$ cat src/rtl/sb_tx_serializer.sv
// Sideband TX serializer: shifts 10-bit framed symbols LSB first onto sbtx,
// runs a serial CRC-16 over payload data bits and substitutes CRC bytes on request.
module sb_tx_serializer #(
  parameter logic [15:0] CRC_SEED = 16'hFFFF,
  parameter logic [15:0] CRC_POLY = 16'h8005
) (
  input  logic        sb_clk,
  input  logic        rst,
  input  logic [9:0]  trans,
  input  logic [1:0]  trans_state,
  input  logic        crc_en,
  input  logic        sbtx_sel,
  input  logic        disconnected_s,
  output logic        sbtx,
  output logic        sym_done,
  output logic [15:0] crc_value,
  output logic        busy
);

  localparam int unsigned SYM_W = 10;
  localparam int unsigned CNT_W = 4;
  localparam int unsigned CRC_W = 16;

  localparam logic [1:0] ST_OFF   = 2'd0;
  localparam logic [1:0] ST_IDLE  = 2'd1;
  localparam logic [1:0] ST_SHIFT = 2'd2;

  localparam logic [1:0] TS_DISC    = 2'd0;
  localparam logic [1:0] TS_STARTED = 2'd2;

  localparam logic [CNT_W-1:0] FIRST_DATA = CNT_W'(1);
  localparam logic [CNT_W-1:0] LAST_DATA  = CNT_W'(8);
  localparam logic [CNT_W-1:0] LAST_BIT   = CNT_W'(9);

  logic [1:0]       state, state_nxt;
  logic [CNT_W-1:0] bit_cnt, bit_cnt_nxt;
  logic [SYM_W-1:0] shift_reg, shift_nxt;
  logic             cur_crc_en, cur_crc_en_nxt;
  logic             cur_sel, cur_sel_nxt;
  logic             crc_hi_done, crc_hi_done_nxt;
  logic [CRC_W-1:0] crc, crc_nxt;
  logic             sbtx_nxt;
  logic             sym_done_nxt;

  logic force_off;
  logic started;
  logic sym_end;
  logic load;
  logic data_bit;

  function automatic logic [CRC_W-1:0] crc_step(input logic [CRC_W-1:0] c, input logic b);
    logic fb;
    fb = c[CRC_W-1] ^ b;
    return {c[CRC_W-2:0], 1'b0} ^ (fb ? CRC_POLY : CRC_W'(0));
  endfunction

  assign force_off = disconnected_s | (trans_state == TS_DISC);
  assign started   = (trans_state == TS_STARTED);
  assign sym_end   = (state == ST_SHIFT) && (bit_cnt == LAST_BIT);
  assign load      = !force_off && started && ((state == ST_IDLE) || sym_end);
  assign data_bit  = (state == ST_SHIFT) && (bit_cnt >= FIRST_DATA) && (bit_cnt <= LAST_DATA);

  // Next-state, symbol load and CRC update
  always_comb begin
    state_nxt       = state;
    bit_cnt_nxt     = bit_cnt;
    shift_nxt       = shift_reg;
    cur_crc_en_nxt  = cur_crc_en;
    cur_sel_nxt     = cur_sel;
    crc_hi_done_nxt = crc_hi_done;
    crc_nxt         = crc;
    sbtx_nxt        = 1'b0;
    sym_done_nxt    = 1'b0;

    if (force_off) begin
      state_nxt       = ST_OFF;
      bit_cnt_nxt     = '0;
      shift_nxt       = '1;
      cur_crc_en_nxt  = 1'b0;
      cur_sel_nxt     = 1'b0;
      crc_hi_done_nxt = 1'b0;
      crc_nxt         = CRC_SEED;
    end else begin
      case (state)
        ST_OFF:   state_nxt = ST_IDLE;
        ST_IDLE:  if (started) state_nxt = ST_SHIFT;
        ST_SHIFT: begin
          if (sym_end) state_nxt = started ? ST_SHIFT : ST_IDLE;
          bit_cnt_nxt = sym_end ? '0 : CNT_W'(bit_cnt + CNT_W'(1));
        end
        default:  state_nxt = ST_OFF;
      endcase

      if (data_bit && cur_crc_en && !cur_sel)
        crc_nxt = crc_step(crc, shift_reg[bit_cnt]);

      if (load) begin
        bit_cnt_nxt    = '0;
        cur_crc_en_nxt = crc_en;
        cur_sel_nxt    = sbtx_sel;
        if (sbtx_sel) begin
          // High byte first; any later consecutive CRC slot repeats the low byte
          shift_nxt       = {1'b1, (crc_hi_done ? crc[7:0] : crc[15:8]), 1'b0};
          crc_hi_done_nxt = 1'b1;
        end else begin
          shift_nxt       = trans;
          crc_hi_done_nxt = 1'b0;
          if (!crc_en) crc_nxt = CRC_SEED;
        end
      end
    end

    case (state_nxt)
      ST_SHIFT: sbtx_nxt = shift_nxt[bit_cnt_nxt];
      ST_IDLE:  sbtx_nxt = 1'b1;
      default:  sbtx_nxt = 1'b0;
    endcase
    sym_done_nxt = (state_nxt == ST_SHIFT) && (bit_cnt_nxt == LAST_BIT);
  end

  always_ff @(posedge sb_clk or negedge rst) begin
    if (!rst) begin
      state       <= ST_OFF;
      bit_cnt     <= '0;
      shift_reg   <= '1;
      cur_crc_en  <= 1'b0;
      cur_sel     <= 1'b0;
      crc_hi_done <= 1'b0;
      crc         <= CRC_SEED;
      sbtx        <= 1'b0;
      sym_done    <= 1'b0;
      busy        <= 1'b0;
    end else begin
      state       <= state_nxt;
      bit_cnt     <= bit_cnt_nxt;
      shift_reg   <= shift_nxt;
      cur_crc_en  <= cur_crc_en_nxt;
      cur_sel     <= cur_sel_nxt;
      crc_hi_done <= crc_hi_done_nxt;
      crc         <= crc_nxt;
      sbtx        <= sbtx_nxt;
      sym_done    <= sym_done_nxt;
      busy        <= (state_nxt == ST_SHIFT);
    end
  end

  assign crc_value = crc;

endmodule

$ cat config.mk
export PLATFORM = sky130hd
export DESIGN_NAME = sb_tx_serializer
export DESIGN_NICKNAME = d
export VERILOG_FILES = /design/src/rtl/sb_tx_serializer.sv
export SDC_FILE = /design/constraint.sdc
export NUM_CORES = 1
export LEC_CHECK = 0
export ABC_CLOCK_PERIOD_IN_PS = 3000
export CORE_ASPECT_RATIO = 1.5
export CORE_MARGIN = 2
export CORE_UTILIZATION = 30
export CTS_BUF_LIST = sky130_fd_sc_hd__clkbuf_16
export CTS_CLUSTER_DIAMETER = 60
export DETAILED_ROUTE_END_ITERATION = 16
export GPL_TIMING_DRIVEN = 1
export SLEW_MARGIN = 20
export SYNTH_ARGS = -nofsm -noshare
export SYNTH_HDL_FRONTEND = slang
export SYNTH_SLANG_ARGS = --single-unit
$ cat constraint.sdc
create_clock -name sb_clk -period 3 [get_ports sb_clk]
set_input_delay 0.45 -clock sb_clk [delete_from_list [all_inputs] [get_ports sb_clk]]
set_output_delay 0.45 -clock sb_clk [all_outputs]
set_load 0.05 [all_outputs]
# Word-level counts from Yosys, hierarchy flattened
# Cells that the tools add are included.
# totals
reg_bits	38
input_bits	17
out_inout_bits	19
# classes
addsub	1
magnitude_cmp	4
eq_ne	7
n_mux	31
bitwise	3
reduce_logical	14
# op_table
cell	count
$mux W16	6
$mux W10	3
$mux W4	4
$xor A16 B16 Y16	1
$lt A4 B5 Y1 const B	2
$mux W1	9
$bmux W1 S4	2
$eq A4 B4 Y1 const B	2
$logic_and A1 B1 Y1	8
$mux W2	4
$mux W8	1
$eq A2 B2 Y1 const B	3
$pmux W2 S3	1
$add A4 B1 Y4 const B	1
$eq A2 B1 Y1 const B	2
$ge A4 B1 Y1 const B	1
$le A4 B4 Y1 const B	1
$logic_not A2 Y1	2
$logic_not A1 Y1	2
$pmux W1 S2	1
$reduce_bool A2 Y1	1
$logic_or A1 B1 Y1	1
$or A1 B1 Y1	1
$xor A1 B1 Y1	1

# Depth between registers and ports, before layout
# depth
word_depth	10
depth_mapped	11

# Least setup slack after synthesis
# Ideal clock, no wire load.
# synth_timing
path_type	reg-to-reg
startpoint	register bit_cnt[1]
endpoint	register sbtx
arrival_ns	2.036
slack_ns	0.872
stages_incl_launch_ff	11
n_path_buf	0
synth_period_minus_slack_ns	2.128
cell_sequence	dfrtp_1 -> inv_1 -> ha_1 -> nand3b_1 -> o21a_1 -> nor2_1 -> o21ai_0 -> ha_1 -> nor2b_1 -> o311ai_0 -> o31ai_2
# synth_between
elab_chain_len	9
# synth_lines
item	line_no	rtl
start: declaration	36	logic [CNT_W-1:0] bit_cnt, bit_cnt_nxt;
start signal: assignment	135	bit_cnt <= bit_cnt_nxt;
branches (longest 8 deep; another with $add A4 B1 Y4)	n/a	
$pmux W1 S2 (*)	113	case (state_nxt)
named net sbtx_nxt	42	logic sbtx_nxt;
end signal: assignment	141	sbtx <= sbtx_nxt;
end: declaration	14	output logic sbtx,
# Mark *: on every way through the listed nets, which the timed path passes. The select of a mux whose other input is x is not followed.
# A chain may end at the register's enable or synchronous reset.

# Worst setup path after layout
# Ends and elaborated chain as after synthesis.

==> metrics.md <==
| Metric | Value |
|---|---|
| Reg2Reg Capture Point | `sbtx$_DFF_PN0_` |
| Global-route wire length before repair | `approximately 9 mm` |
| # port buffers | `35` |
| Register-to-register setup slack | `roughly 550 ps` |
| Vias in the first global route | `roughly 1800` |
| Diode count | `0` |
| CP Capture Type | `flop` |
| Core area | `a little over 0.007 mm²` |
| Critical path launch point | `bit_cnt[1]$_DFF_PN0_` |
| Post-cts hold buffer count | `0` |
| Num CTS Buffers | `5` |
| DP Wirelength | `between 4 and 5 mm` |
| CTS max path bufs | `2` |
| Critical path class | `reg2reg` |
| CTS tree | `built` |
| Yosys warning count | `0` |
| Pwr/cell area | `398 mW/mm²` |
| Most frequent cells after synthesis | `nand2_1 (38), mux2i_1 (27), dfstp_2 (26)` |
| Layout cells sized above 1 | `around 20%` |
| Post-CTS Setup Repair Bufs | `0` |
| Fmax | `between 400 and 500 MHz` |
| Main synth FF type | `dfstp_2` |
| Die Ht | `roughly 110 µm` |
| Slew Limit Fails | `0` |
| Synthesized instance count | `about 230` |
| Nets@finish | `between 200 and 300` |
| Clk_skew | `6.60 ps` |
| Syn avg cell area | `9.89 µm²` |
| Clock Tree Root | `clkbuf_16` |
| Worst slew pin tran | `roughly 1000 ps` |
| Relative slew slack | `32.9%` |
| CP Data Required Time | `~3200 ps` |
| Clk_lat worst skew | `roughly 280 ps` |
| Final wirelength | `around 5.5 mm` |
| Die footprint | `between 0.008 and 0.009 mm²` |
| GRT Overall Usage | `14.7%` |
| Fin. Hold Viols | `0` |
| Sink Count | `37` |
| Final instance area | `~0.0029 mm²` |
| Avg WL per Cell | `between 15 and 20 µm` |
| Via count | `roughly 1700` |
| Post_cts resized | `0` |
| Worst Hold Class | `reg2reg` |
| CP endpoint | `sbtx$_DFF_PN0_` |
| Clock slew at reported path FFs | `approximately 60 ps` |
| Reg2reg start | `bit_cnt[1]$_DFF_PN0_` |
| # rows | `38` |
| Largest area contributor in the netlist | `dfstp_2` |
| Unrepaired setup endpoints after global routing | `no` |
| Post-synth cell types | `just over 50` |
| WP data arrival | `around 2600 ps` |
| Setup_tns | `0 ps` |
| Number of flip-flops in the largest register | `16` |
| Peak VDD IR | `approximately 0.34 mV` |
| Sequential share of the synthesized area | `roughly 43%` |
| Tcrit/Tclk final | `81.6%` |
| Drt drc | `0` |
| Count leader, synth | `nand2_1` |
| Cell Area, Synth | `between 0.002 and 0.0025 mm²` |
| Max cap viols | `0` |
| Status | `finished clean` |
| Starting DRT DRC Count | `54` |
| Area delta synth->final | `27.6%` |
| Synth top area share | `approximately 31%` |
| Synth async-reset ratio | `between 90% and 100%` |
| Largest net degree at the start of global routing | `26` |
| Die X | `about 74 µm` |
| Synth area leaders | `dfstp_2 (31%), dfrtp_1 (12%), mux2i_1 (12%)` |
| FILL cells | `just under 800` |
| ANT nets after route | `0` |
| Min Tclk post-route | `approximately 2400 ps` |
| Grt ovf | `0` |
| I/O pins | `36` |
| P_leak | `roughly 1.3 nW` |
| Via density | `~4.8` |
| Critical path launch point type | `flop` |
| Yosys reg bits | `37` |
| TritonRoute pass-1 iters | `4` |
| Placed Area | `around 0.0027 mm²` |
| Crit-path max FO | `7` |
| R2R depth | `10` |
| H-tree depth | `2` |
| Starting Density | `a little under a third` |
| EDFF count, synth | `0` |
| Final GP Congestion | `a little over 0.8` |
| Final setup violation count | `0` |
| Post-synthesis net count | `249` |
| Initial antenna violation count | `0` |
[cell type report]
cell class / count / area (µm²) / area share (%)
timing repair buffer: 42 / 415 / 14.6
multi-input combinational: 164 / 1160 / 40.7
inverter: 13 / 48.8 / 1.71
clock inverter: 3 / 17.5 / 0.614
sequential: 37 / 958 / 33.6
tap: 100 / 125 / 4.39
clock buffer: 5 / 125 / 4.39
[cell families after synthesis]
| group | synth area share (%) |
|---|---|
| buffers and inverters | 5.15 |
| and+or+nand+nor | 18.6 |
| AOI/OAI and AO/OA | 15.1 |
| adders and majority gates | 3.36 |
| DFF | 42.9 |
| xor gates and xnor gates | 0.784 |
| muxes | 14.1 |
[critical path, cell delays in order (launching register included)]
cell	delay (ps)
dfrtp_1	450
inv_1	130
ha_1	200
nand3b_1	210
o21a_1	240
nor2_1	90
o21ai_0	130
ha_1	340
nor2b_1	160
o311ai_0	190
o31ai_2	240
[through the flow]
stage	power, mW	hold WS [ps]	util (%)	worst slack (ps)	cells
2_1_floorplan	0.574	154	-	872	226
3_3_place_gp	0.626	483	37.5	422	356
3_5_place_dp	0.627	497	37.5	383	356
4_1_cts	1.15	506	39.5	511	364
5_1_grt	1.18	539	39.5	287	364
6_report	1.13	499	39.5	552	364
[where the power goes]
group	leakage (nW)	total (mW)	switching, mW	internal, mW
Combinational	0.769	0.102	0.0553	0.0469
Sequential	0.425	0.516	0.00777	0.508
Clock	0.0696	0.516	0.211	0.305
Total	1.26	1.13	0.274	0.860
[worst min-delay path by stage]
stage                                       from                      to  depth (start not counted)
after global routing      shift_reg[6]$_DFF_PN1_  shift_reg[6]$_DFF_PN1_                          2
after floorplan                              rst    bit_cnt[0]$_DFF_PN0_                          0
final                     cur_crc_en$_DFFE_PN0P_  cur_crc_en$_DFFE_PN0P_                          2
after global placement    cur_crc_en$_DFFE_PN0P_  cur_crc_en$_DFFE_PN0P_                          2
after detailed placement  cur_crc_en$_DFFE_PN0P_  cur_crc_en$_DFFE_PN0P_                          2
after CTS                 cur_crc_en$_DFFE_PN0P_  cur_crc_en$_DFFE_PN0P_                          2
[layout by cell type, fill, tap and decap left out, drive strengths merged, types with 2 or more instances in the layout]
cell	n
a211o	3
inv	13
and3	2
nor2	16
nor2b	3
a21o	2
clkbuf	5
and2b	2
xor2	2
o311ai	2
o211ai	11
o21ai	5
ha	6
a21oi	14
dfrtp	11
nor4b	2
clkinv	2
buf	7
mux2i	27
dfstp	26
nand3	6
nand2	38
nand2b	2
clkdlybuf4s50	35
mux4	2
[metal layers]
| metal | vias up | GRT usage, % | share of wire (%) |
|---|---|---|---|
| li1 | 870 | - | - |
| met1 | 818 | 17.7 | 44 |
| met2 | 44 | 25.5 | 50 |
| met3 | 5 | 3.12 | 4.0 |
| met4 | 0 | 4.59 | 1.3 |
| met5 | - | 0 | 0 |
(Power assumes the default switching activity.)
